<file path="config.mk">
export PLATFORM = sky130hd
export DESIGN_NAME = fdiv_iter
export DESIGN_NICKNAME = d
export VERILOG_FILES = /design/src/rtl/fdiv_iter.sv
export SDC_FILE = /design/constraint.sdc
export NUM_CORES = 1
export LEC_CHECK = 0
export ABC_AREA = 0
export CAP_MARGIN = 10
export CORE_UTILIZATION = 48
export DETAILED_ROUTE_END_ITERATION = 8
export DONT_BUFFER_PORTS = 1
export PLACE_DENSITY = 0.77
export SYNTH_ARGS = -nofsm -noshare
export SYNTH_HDL_FRONTEND = slang
export SYNTH_SLANG_ARGS = --single-unit
</file>
<file path="constraint.sdc">
create_clock -name clk -period 4.8 [get_ports clk]
set_input_delay 0.72 -clock clk [delete_from_list [all_inputs] [get_ports clk]]
set_output_delay 0.72 -clock clk [all_outputs]
set_load 0.01 [all_outputs]
</file>
<file path="src/rtl/fdiv_iter.sv">
// fdiv_iter: iterative IEEE-754 single-precision divider / reciprocal unit.
// One operation in flight, valid/ready on both sides, restoring division
// producing BPC quotient bits per cycle, round-to-nearest-even, no denormals.
// Optional build macro FDIV_EXC_EN adds the exc[3:0] output
// {invalid, divzero, overflow, underflow}.
`timescale 1ns/1ps
`default_nettype none

module fdiv_iter #(
    parameter int ADD_W = 5,
    parameter int BPC   = 1     // quotient bits per DIV cycle: 1 or 2
) (
    input  logic             clk,
    input  logic             rst,
    input  logic             in_valid,
    output logic             in_ready,
    input  logic             inv_mode,
    input  logic [31:0]      x1,
    input  logic [31:0]      x2,
    input  logic             flagin,
    input  logic [ADD_W-1:0] addin,
    output logic             out_valid,
    input  logic             out_ready,
    output logic [31:0]      y,
    output logic             flagout,
    output logic [ADD_W-1:0] addout
`ifdef FDIV_EXC_EN
    ,
    output logic [3:0]       exc
`endif
);

    // 24 significand bits + guard + round
    localparam int QB    = 26;
    localparam int N_DIV = QB / BPC;
    localparam logic [4:0] CNT_LAST = 5'(N_DIV - 1);

    typedef enum logic [2:0] {
        ST_IDLE = 3'd0,
        ST_PREP = 3'd1,
        ST_DIV  = 3'd2,
        ST_RND  = 3'd3,
        ST_DONE = 3'd4
    } state_t;

    state_t            state_r, state_nx_s;
    logic              accept_s;

    // operand capture
    logic              inv_r;
    logic [31:0]       x1_r, x2_r;
    logic              flag_r;
    logic [ADD_W-1:0]  add_r;

    // unpack / classify
    logic [31:0]       opa_s;
    logic              a_zero_s, a_inf_s, a_nan_s;
    logic              b_zero_s, b_inf_s, b_nan_s;
    logic              sign_s;
    logic [23:0]       m1_s, m2_s;
    logic              adj_s;
    logic [24:0]       num_s;
    logic signed [9:0] exp_pre_s;
    logic              spec_s;
    logic [31:0]       spec_y_s;

    // divider state
    logic              sign_r;
    logic signed [9:0] exp_r;
    logic [23:0]       div_r;
    logic [25:0]       rem_r, rem_nx_s, diff_s;
    logic [QB-1:0]     quo_r, quo_nx_s;
    logic [4:0]        cnt_r;
    logic              spec_r;
    logic [31:0]       spec_y_r;

    // rounding
    logic              sticky_s, rup_s;
    logic [24:0]       man_s;
    logic [22:0]       mant_s;
    logic signed [9:0] exp_rnd_s;
    logic [31:0]       y_rnd_s;

    // result registers
    logic              out_valid_r;
    logic [31:0]       y_r;

    assign in_ready  = (state_r == ST_IDLE) && !rst;
    assign accept_s  = in_valid && in_ready;
    assign out_valid = out_valid_r;
    assign y         = y_r;
    assign flagout   = flag_r;
    assign addout    = add_r;

    // state register
    always_ff @(posedge clk) begin
        if (rst) begin
            state_r <= ST_IDLE;
        end else begin
            state_r <= state_nx_s;
        end
    end

    // next-state logic
    always_comb begin
        state_nx_s = state_r;
        case (state_r)
            ST_IDLE: begin
                if (accept_s) begin
                    state_nx_s = ST_PREP;
                end else begin
                    state_nx_s = ST_IDLE;
                end
            end
            ST_PREP: state_nx_s = ST_DIV;
            ST_DIV: begin
                if (cnt_r == 5'd0) begin
                    state_nx_s = ST_RND;
                end else begin
                    state_nx_s = ST_DIV;
                end
            end
            ST_RND:  state_nx_s = ST_DONE;
            ST_DONE: begin
                if (out_ready) begin
                    state_nx_s = ST_IDLE;
                end else begin
                    state_nx_s = ST_DONE;
                end
            end
            default: state_nx_s = ST_IDLE;
        endcase
    end

    // unpack operands, classify, pre-normalise the dividend
    always_comb begin
        opa_s     = inv_r ? 32'h3F80_0000 : x1_r;
        a_zero_s  = (opa_s[30:23] == 8'd0);
        a_inf_s   = (opa_s[30:23] == 8'hFF) && (opa_s[22:0] == 23'd0);
        a_nan_s   = (opa_s[30:23] == 8'hFF) && (opa_s[22:0] != 23'd0);
        b_zero_s  = (x2_r[30:23] == 8'd0);
        b_inf_s   = (x2_r[30:23] == 8'hFF) && (x2_r[22:0] == 23'd0);
        b_nan_s   = (x2_r[30:23] == 8'hFF) && (x2_r[22:0] != 23'd0);
        sign_s    = opa_s[31] ^ x2_r[31];
        m1_s      = {1'b1, opa_s[22:0]};
        m2_s      = {1'b1, x2_r[22:0]};
        // keep the quotient in [1,2) so bit QB-1 is always the hidden one
        adj_s     = (m1_s < m2_s);
        num_s     = adj_s ? {m1_s, 1'b0} : {1'b0, m1_s};
        exp_pre_s = {2'b00, opa_s[30:23]} - {2'b00, x2_r[30:23]} + 10'd127 - {9'd0, adj_s};
    end

    // special-operand results, forced in RND
    always_comb begin
        spec_s   = 1'b1;
        spec_y_s = 32'd0;
        if (a_nan_s || b_nan_s || (a_zero_s && b_zero_s) || (a_inf_s && b_inf_s)) begin
            spec_y_s = 32'h7FC0_0000;
        end else if (b_zero_s || a_inf_s) begin
            spec_y_s = {sign_s, 8'hFF, 23'd0};
        end else if (b_inf_s || a_zero_s) begin
            spec_y_s = {sign_s, 31'd0};
        end else begin
            spec_s   = 1'b0;
            spec_y_s = 32'd0;
        end
    end

    // BPC restoring shift-subtract steps per cycle
    always_comb begin
        rem_nx_s = rem_r;
        quo_nx_s = quo_r;
        diff_s   = 26'd0;
        for (int i = 0; i < BPC; i++) begin
            diff_s = rem_nx_s - {2'b00, div_r};
            if (rem_nx_s >= {2'b00, div_r}) begin
                rem_nx_s = {diff_s[24:0], 1'b0};
                quo_nx_s = {quo_nx_s[QB-2:0], 1'b1};
            end else begin
                rem_nx_s = {rem_nx_s[24:0], 1'b0};
                quo_nx_s = {quo_nx_s[QB-2:0], 1'b0};
            end
        end
    end

    // round to nearest even, renormalise on carry, pack with overflow/flush
    always_comb begin
        sticky_s = |rem_r;
        rup_s    = quo_r[1] & (quo_r[0] | sticky_s | quo_r[2]);
        man_s    = {1'b0, quo_r[QB-1:2]} + {24'd0, rup_s};
        if (man_s[24]) begin
            mant_s    = man_s[23:1];
            exp_rnd_s = exp_r + 10'sd1;
        end else begin
            mant_s    = man_s[22:0];
            exp_rnd_s = exp_r;
        end
        if (spec_r) begin
            y_rnd_s = spec_y_r;
        end else if (exp_rnd_s >= 10'sd255) begin
            y_rnd_s = {sign_r, 8'hFF, 23'd0};
        end else if (exp_rnd_s <= 10'sd0) begin
            y_rnd_s = {sign_r, 31'd0};
        end else begin
            y_rnd_s = {sign_r, exp_rnd_s[7:0], mant_s};
        end
    end

    // operand capture, divider datapath and result registers
    always_ff @(posedge clk) begin
        if (rst) begin
            inv_r       <= 1'b0;
            x1_r        <= 32'd0;
            x2_r        <= 32'd0;
            flag_r      <= 1'b0;
            add_r       <= {ADD_W{1'b0}};
            sign_r      <= 1'b0;
            exp_r       <= 10'sd0;
            div_r       <= 24'd0;
            rem_r       <= 26'd0;
            quo_r       <= {QB{1'b0}};
            cnt_r       <= 5'd0;
            spec_r      <= 1'b0;
            spec_y_r    <= 32'd0;
            out_valid_r <= 1'b0;
            y_r         <= 32'd0;
        end else begin
            case (state_r)
                ST_IDLE: begin
                    if (accept_s) begin
                        inv_r  <= inv_mode;
                        x1_r   <= x1;
                        x2_r   <= x2;
                        flag_r <= flagin;
                        add_r  <= addin;
                    end
                end
                ST_PREP: begin
                    sign_r   <= sign_s;
                    exp_r    <= exp_pre_s;
                    div_r    <= m2_s;
                    rem_r    <= {1'b0, num_s};
                    quo_r    <= {QB{1'b0}};
                    cnt_r    <= CNT_LAST;
                    spec_r   <= spec_s;
                    spec_y_r <= spec_y_s;
                end
                ST_DIV: begin
                    rem_r <= rem_nx_s;
                    quo_r <= quo_nx_s;
                    cnt_r <= cnt_r - 5'd1;
                end
                ST_RND: begin
                    y_r         <= y_rnd_s;
                    out_valid_r <= 1'b1;
                end
                ST_DONE: begin
                    if (out_ready) begin
                        out_valid_r <= 1'b0;
                    end
                end
                default: begin
                    out_valid_r <= 1'b0;
                end
            endcase
        end
    end

`ifdef FDIV_EXC_EN
    logic [3:0] spec_exc_s, spec_exc_r, rnd_exc_s, exc_r;

    assign exc = exc_r;

    // exception flags for special operands
    always_comb begin
        spec_exc_s = 4'b0000;
        if (a_nan_s || b_nan_s || (a_zero_s && b_zero_s) || (a_inf_s && b_inf_s)) begin
            spec_exc_s = 4'b1000;
        end else if (b_zero_s && !a_inf_s) begin
            spec_exc_s = 4'b0100;
        end else begin
            spec_exc_s = 4'b0000;
        end
    end

    // exception flags for the rounded finite result
    always_comb begin
        rnd_exc_s = 4'b0000;
        if (spec_r) begin
            rnd_exc_s = spec_exc_r;
        end else if (exp_rnd_s >= 10'sd255) begin
            rnd_exc_s = 4'b0010;
        end else if (exp_rnd_s <= 10'sd0) begin
            rnd_exc_s = 4'b0001;
        end else begin
            rnd_exc_s = 4'b0000;
        end
    end

    // exception registers, published together with y
    always_ff @(posedge clk) begin
        if (rst) begin
            spec_exc_r <= 4'b0000;
            exc_r      <= 4'b0000;
        end else begin
            case (state_r)
                ST_PREP: spec_exc_r <= spec_exc_s;
                ST_RND:  exc_r      <= rnd_exc_s;
                default: begin
                    spec_exc_r <= spec_exc_r;
                end
            endcase
        end
    end
`endif

endmodule

`default_nettype wire

</file>
==> results of run 1 <==
worst min-delay path by stage:
stage,to,cells after the start
floorplan,x1_r[25],2
global placement,x1_r[26],2
detailed placement,sign_r,2
CTS,addout[3],1
global route,spec_y_r[31],1
finish,y[22],1
power by group through the flow:
| stage | Clock (µW) | Combinational (µW) | Sequential (µW) |
|---|---|---|---|
| 3_5_place_dp | 0 | 1650 | 1920 |
| 5_1_grt | 2000 | 1880 | 1900 |
| 4_1_cts | 1940 | 1660 | 1890 |
| 6_report | 1910 | 1680 | 1890 |
| 3_3_place_gp | 0 | 1620 | 1920 |
| 2_1_floorplan | 0 | 1370 | 1870 |
layer usage:
metal,up-vias,wire (µm)
li1,5100,-
met1,4865,13500
met2,289,12800
met3,53,1580
met4,0,864
met5,-,0
cells by family (layout without fill, tap and decap cells):
| group | count (synthesis) | in the layout | share of synthesized area |
|---|---|---|---|
| buf+inv | 181 | 139 | 0.0603 |
| compound gates | 370 | 370 | 0.205 |
| xor+xnor | 62 | 62 | 0.0473 |
| simple gates | 580 | 580 | 0.234 |
| flops | 203 | 203 | 0.354 |
| mux | 27 | 27 | 0.0237 |
| fa+ha+maj | 68 | 68 | 0.0760 |
layout make-up:
| class | instances | area, µm² |
|---|---|---|
| clock buffer | 29 | 607 |
| timing repair buffer | 13 | 108 |
| tap | 319 | 399 |
| sequential | 203 | 4070 |
| clock inverter | 10 | 215 |
| fill | 2225 | 11000 |
| multi-input combinational | 1107 | 6760 |
| inverter | 87 | 327 |
registers in the layout (all words and copies together) (netlist names):
register   count
x1_r          32
x2_r          32
y             32
quo_r         26
rem_r         26
div_r         24
exp_r         10
addout         5
cnt_r          5
spec_y_r       3
state_r        3
flagout        1
inv_r          1
out_valid      1
sign_r         1
spec_r         1
worst max-delay path, stage by stage, from the launching register on:
cell and delay [ps]:
dfxtp_4 400, inv_1 210, nand2_1 130, inv_1 120, ha_1 230, o21ai_0 160, a31oi_1 60, o31ai_1 220
nand2_1 80, a211o_1 310, a211o_1 340, ha_1 190, ha_1 200, fa_1 410, a21oi_1 160, o21bai_1 100
a21oi_1 150, nor2_1 50, nor2_1 150, nor2b_1 60, or4_1 400, a21oi_1 150
per-stage QoR:
step           area, µm²   util  power, µW  hold slack (ps)
6_report           12500  0.532       5490              290
4_1_cts            12400  0.530       5490              260
3_3_place_gp       11600  0.495       3540              437
2_1_floorplan      11500      -       3240              431
5_1_grt            12500  0.532       5780              269
3_5_place_dp       11600  0.495       3570              443
synth_stat cells (all sizes together) (9+ instances only):
master / count
nor2b: 26
a21oi: 150
ha: 65
xnor2: 35
or2: 9
xor2: 27
a22oi: 27
a22o: 11
nor4: 28
a211oi: 20
o21ai: 47
nand4: 24
dfxtp: 203
inv: 87
mux2i: 25
nor3: 21
clkbuf: 85
nor2: 105
buf: 9
a21o: 19
a211o: 13
nand3: 25
nand2: 288
and3: 11
a31oi: 15
repair_timing:
action,4_1_cts,5_1_grt
resized for setup,0,2
endpoints found under the setup margin,0,2
hold buffers,0,0
==> reports/results.ini, run 1 <==
[routing]
drc=0
drt-total-wl_um=28800
vias=10300
dr.pass1.iters=5
wl_per_cell_um=16.3
first_iter_violations=665
ant_nets=0
viasPerCell=5.83

[sta]
fin_ws_ps=416
finalCritPeriodShare=0.913
timing.final.hold_violations=0
finalCriticalPeriod_ps=4380
rsz0062_at_grt=false
worstMarginPinSlew_ps=1100
setup_violations=0
clock_skew_ps=21.1
slew_headroom=0.265
drv_slew=0
fmax_mhz=228
tns_ps=0

[worst_setup_path]
critPathKind=reg -> reg
crit_start=inv_r
crit_fanout=17
endpoint_kind=register
r2r_end=exp_r[9]
rrSetupSlack_ps=420
crit_required_ps=5250
critPathCapture=exp_r[9]
r2r_cells=21
arrival_ps=4840
r2r_start=inv_r
cp-start-kind=register

[pwr]
p_leak_uw=0.00469
max-vdd-ir-drop_mv=0.319
p_switching_uw=1810
p_seq_frac=0.345
p_int_uw=3670
cellPowerDensity_nw_per_um2=440
power_switching_share=0.330
combPwrFrac=0.307
p_clk_frac=0.349

[placed_design]
routabilityCongestion=0.891
dp_hpwl_um=20200
place_ws_ps=131
port_buffers=0
placed_cells=1727

[cts]
cts_root_buf=clkbuf_16
cts_max_path_buffers=3
cts_tree=built
post_cts_buffers=0
clk_pin_slew_ps=60
h-tree-depth=1
worst_skew_pair.late_latency_ps=520
cts_made_buffers=22
cts_sinks=203

[cells_and_area]
drive_gt1_frac=0.0524
stdcell_count=1768
syn2layout_area_growth_pct=8.61
final_common_cell=nand2_1
nNetsFinal=1577
antennaDiodeCount=0
final_cell_mix=nand2_1, dfxtp_1, a21oi_1

[logic_synthesis]
synth_seq_area_share=0.354
ys.flop_type=dfxtp_1
synth_edf_count=0
ys_async_sr_fraction=0
syn_nets=1634
netlist_area_um2=11500
yosys.area.top_type=dfxtp_1
synth_top_area_frac=0.354
synth.distinct_cells=70
ys_warn_count=0
synth.area.top_cells=dfxtp_1, nand2_1, ha_1
post_synth.cell_area_avg_um2=7.71
ys_seq_elements=203
netlist_instances=1491

[global_route]
top_usage_layer=met2
grt_util_met1=0.322
grt_pass1_wl_um=47300
grt_use_met3=0.0371
grt_use_met2=0.371
antenna_found_initial=0
grt.overflow.total=0
grt_pass1_vias=9589
grt_max_degree=183
grt_use_total=0.235

[floorplan]
num_rows=56
core_um2=23500
die_area_um2=24600
die_x_um=157
die_height_um=157
io_pins=115
start_util=0.489

[worst_hold_path]
hold_path.class=in -> reg
hp-start=rst

[job]
maxCapViolCount=0

[run_status]
status=complete, no violations

Note: power is estimated with default switching activity, not from simulation.
==> inputs of run 2 (changes only) <==
CORE_UTILIZATION = 55   (was 48)
PLACE_DENSITY = 0.85   (was 0.77)
==> reports/results.ini, run 2 (synthesis results as in run 1) <==
[run_status]
status=complete, no violations

[cts]
post_cts_buffers=0
clk_pin_slew_ps=60
cts_made_buffers=22
cts_hold_buf=0
cts_sinks=203
cts_root_buf=clkbuf_16
h-tree-depth=1
cts_resized=0
worst_skew_pair.late_latency_ps=520
cts_max_path_buffers=3
cts_tree=built

[global_route]
grt_use_total=0.266
antenna_found_initial=0
grt_max_degree=183
grt_pass1_wl_um=47700
grt_pass1_vias=9667
grt.overflow.total=0

[worst_setup_path]
rrSetupSlack_ps=360
crit_fanout=16
r2r_cells=17
endpoint_kind=register
critPathKind=reg -> reg
crit_required_ps=5250
cp-start-kind=register
arrival_ps=4890

[cells_and_area]
syn2layout_area_growth_pct=7.79
final_common_cell=nand2_1
final_cell_mix=nand2_1, dfxtp_1, a21oi_1
drive_gt1_frac=0.0518
stdcell_count=1718
antennaDiodeCount=0
nNetsFinal=1576

[sta]
fmax_mhz=225
worstMarginPinSlew_ps=1190
timing.final.hold_violations=0
drv_slew=0
slew_headroom=0.203
finalCriticalPeriod_ps=4440
finalCritPeriodShare=0.926
setup_violations=0
clock_skew_ps=18.5
rsz0062_at_grt=false
tns_ps=0

[worst_hold_path]
hold_path.class=in -> reg
holdPathStages=1

[pwr]
max-vdd-ir-drop_mv=0.299
cellPowerDensity_nw_per_um2=442
p_leak_uw=0.00467

[routing]
wl_per_cell_um=16.8
drc=0
viasPerCell=6.04
drt-total-wl_um=28900
dr.pass1.iters=6
first_iter_violations=903
ant_nets=0
vias=10400

[placed_design]
port_buffers=0
placed_cells=1678
dp_hpwl_um=19800
routabilityCongestion=0.950

[job]
maxCapViolCount=0

[floorplan]
io_pins=115
die_height_um=147
core_um2=20400
start_util=0.564
die_area_um2=21500
num_rows=52
die_x_um=147

run 2: cell count changes in the layout (fill, tap and decap cells not counted):
cell        before  now
clkbuf_1         4    3
clkbuf_8         3    4
buf_12           1    0
clkinvlp_4       0    1
nor2_2           3    2
clkinv_4         0    1
clkinv_2         2    1
bufinv_16        6    5
dfxtp_2          0    1
dfxtp_4          1    0
nor2_1         102  103
run 2: area by class of cell:
cell class                      instances  area (µm²)
Clock buffer                           29         617
Fill cell                            1748        7980
Clock inverter                         10         196
Multi-Input combinational cell       1107        6750
Tap cell                              270         338
Inverter                               87         327
Timing Repair Buffer                   12        87.6
Sequential cell                       203        4070
run 2: critical path, stage by stage, from the launching register on:
cell       delay [ps]
dfxtp_2           400
nor2b_1           310
ha_1              310
a2111oi_0         510
nand2_1           120
a211o_1           320
a211o_1           350
ha_1              200
ha_1              210
fa_1              400
a21oi_1           150
o21bai_1          110
a21oi_1           180
nor2_1             70
nor2_1            150
nor2b_1            60
or4_1             400
a21oi_1           140
run 2: final timing paths:
check                              start  endpoint
worst max-delay path               inv_r  exp_r[9]
worst min-delay path                 rst     y[31]
worst max register to register     inv_r  exp_r[9]
worst min register to register  x1_r[14]  x1_r[14]
run 2: metrics by stage:
| step | utilization | cell area (µm²) | setup WS [ps] | hold slack, ps | total power, µW |
|---|---|---|---|---|---|
| after global routing | 0.608 | 12400 | 106 | 270 | 5750 |
| after CTS | 0.608 | 12400 | 191 | 265 | 5450 |
| after global placement | 0.568 | 11600 | 343 | 435 | 3520 |
| after floorplan | - | 11500 | 62.7 | 431 | 3240 |
| final | 0.608 | 12400 | 357 | 276 | 5470 |
| after detailed placement | 0.568 | 11600 | 208 | 438 | 3560 |
run 2: where the power goes:
group,switching [µW],leakage (µW),internal [µW]
clock,704,0.000394,1180
sequential,117,0.00165,1780
combinational,1020,0.00263,680
total,1840,0.00467,3630
run 2: layer usage:
layer | global-route usage | part of all wire
met1 | 0.366 | 0.45
met2 | 0.432 | 0.46
met3 | 0.0291 | 0.060
met4 | 0.0953 | 0.032
met5 | 0 | 0
==> inputs of run 3 (changes only) <==
CELL_PAD_IN_SITES_DETAIL_PLACEMENT = 1   (was not set)
CELL_PAD_IN_SITES_GLOBAL_PLACEMENT = 2   (was not set)
CORE_UTILIZATION = 34   (was 55)
PLACE_DENSITY = 0.88   (was 0.85)
==> reports/results.ini, run 3 (synthesis results as in run 1) <==
[run_status]
status=complete, no violations

[worst_setup_path]
critPathKind=reg -> reg
r2r_start=inv_r
rrSetupSlack_ps=400
r2r_cells=22
endpoint_kind=register
crit_start=inv_r
r2r_end=exp_r[9]
crit_fanout=17
cp-start-kind=register
crit_required_ps=5260
critPathCapture=exp_r[9]
arrival_ps=4870

[global_route]
antenna_found_initial=0
grt_max_degree=183
grt_pass1_vias=10300
grt.overflow.total=0
grt_use_total=0.197
grt_pass1_wl_um=54600

[floorplan]
die_height_um=186
num_rows=66
start_util=0.350
core_um2=32900
die_x_um=186
die_area_um2=34500
io_pins=115

[pwr]
finalPower_uw=5560
cellPowerDensity_nw_per_um2=441
p_leak_uw=0.00469
max-vdd-ir-drop_mv=0.250

[cts]
cts_root_buf=clkbuf_16
cts_tree=built
cts_sinks=203
cts_made_buffers=24
worst_skew_pair.late_latency_ps=530
clk_pin_slew_ps=60
cts_max_path_buffers=3
h-tree-depth=1

[routing]
dr.pass1.iters=4
drc=0
drt-total-wl_um=33600
wl_per_cell_um=17.7
vias=10200
viasPerCell=5.39
first_iter_violations=518
ant_nets=0

[sta]
finalCritPeriodShare=0.917
rsz0062_at_grt=false
timing.final.hold_violations=0
fmax_mhz=227
drv_slew=0
slew_headroom=0.220
tns_ps=0
finalCriticalPeriod_ps=4400
worstMarginPinSlew_ps=1170
setup_violations=0
clock_skew_ps=10.6

[cells_and_area]
final_area_um2=12600
utilization=0.384
final_cell_mix=nand2_1, dfxtp_1, a21oi_1
final_common_cell=nand2_1
nNetsFinal=1579
syn2layout_area_growth_pct=9.88
antennaDiodeCount=0
drive_gt1_frac=0.0517

[placed_design]
dp_hpwl_um=24200
port_buffers=0
place_area_um2=11800
routabilityCongestion=0.845

[job]
maxCapViolCount=0

[worst_hold_path]
hold_path.class=in -> reg

[run 3: cell types whose count changed in the layout (fill, tap and decap cells not counted), sizes merged]
| cell | change |
|---|---|
| clkinv | -1 |
| inv | -1 |
| buf | +1 |
| bufinv | -1 |
| clkbuf | +6 |
| clkinvlp | -1 |
[run 3: metrics by stage]
step / hold WS (ps) / instances / worst slack (ps)
after detailed placement: 442 / 1851 / 378
after global placement: 440 / 1851 / 491
final: 279 / 1893 / 398
after global routing: 255 / 1893 / 7.34
after CTS: 239 / 1892 / 379
after floorplan: 431 / 1491 / 62.7
[run 3: area by class of cell]
| class | count | area [µm²] |
|---|---|---|
| Timing Repair Buffer | 13 | 95.1 |
| Inverter | 87 | 327 |
| Tap cell | 442 | 553 |
| Sequential cell | 203 | 4060 |
| Clock inverter | 6 | 134 |
| Multi-Input combinational cell | 1107 | 6760 |
| Fill cell | 4079 | 20200 |
| Clock buffer | 35 | 693 |
[run 3: worst min-delay path by stage]
stage | startpoint | to | slack (ps) | cells after the start
global route | rst | y[22] | 250 | 1
floorplan | x1_r[25] | x1_r[25] | 430 | 2
detailed placement | x1_r[13] | x1_r[13] | 440 | 2
CTS | rst | addout[3] | 240 | 1
finish | rst | y[22] | 280 | 1
global placement | x1_r[2] | x1_r[2] | 440 | 2
[run 3: routing by layer]
metal | track usage | routed length, µm | vias to the layer above
met5 | 0 | 0 | -
met4 | 0.0456 | 597 | 0
met3 | 0.0260 | 1330 | 42
met1 | 0.277 | 16600 | 4912
met2 | 0.316 | 15000 | 160
li1 | - | - | 5098
[run 3: power by group]
part	internal, µW	switching, µW
combinational	681	1050
clock	1210	731
sequential	1780	119
total	3660	1900
[run 3: timing repair]
item | CTS | global route
resized for setup | 0 | 1
hold buffers | 0 | 0
hold endpoints to repair | 0 | 0
buffers inserted | 0 | 0
endpoints found under the setup margin | 0 | 1
[run 3: critical path, cell delays in order, from the launching register on]
cell and delay, ps:
dfxtp_1 330, buf_4 210, inv_1 150, nand2_1 120, inv_1 70, ha_1 260
o21ai_0 150, a31oi_1 60, o31ai_1 210, nand2_1 80, a211o_1 300, a211o_1 340
ha_1 190, ha_1 210, fa_1 410, a21oi_1 160, o21bai_1 110, a21oi_1 150
nor2_1 50, nor2_1 150, nor2b_1 60, or4_1 410, a21oi_1 140
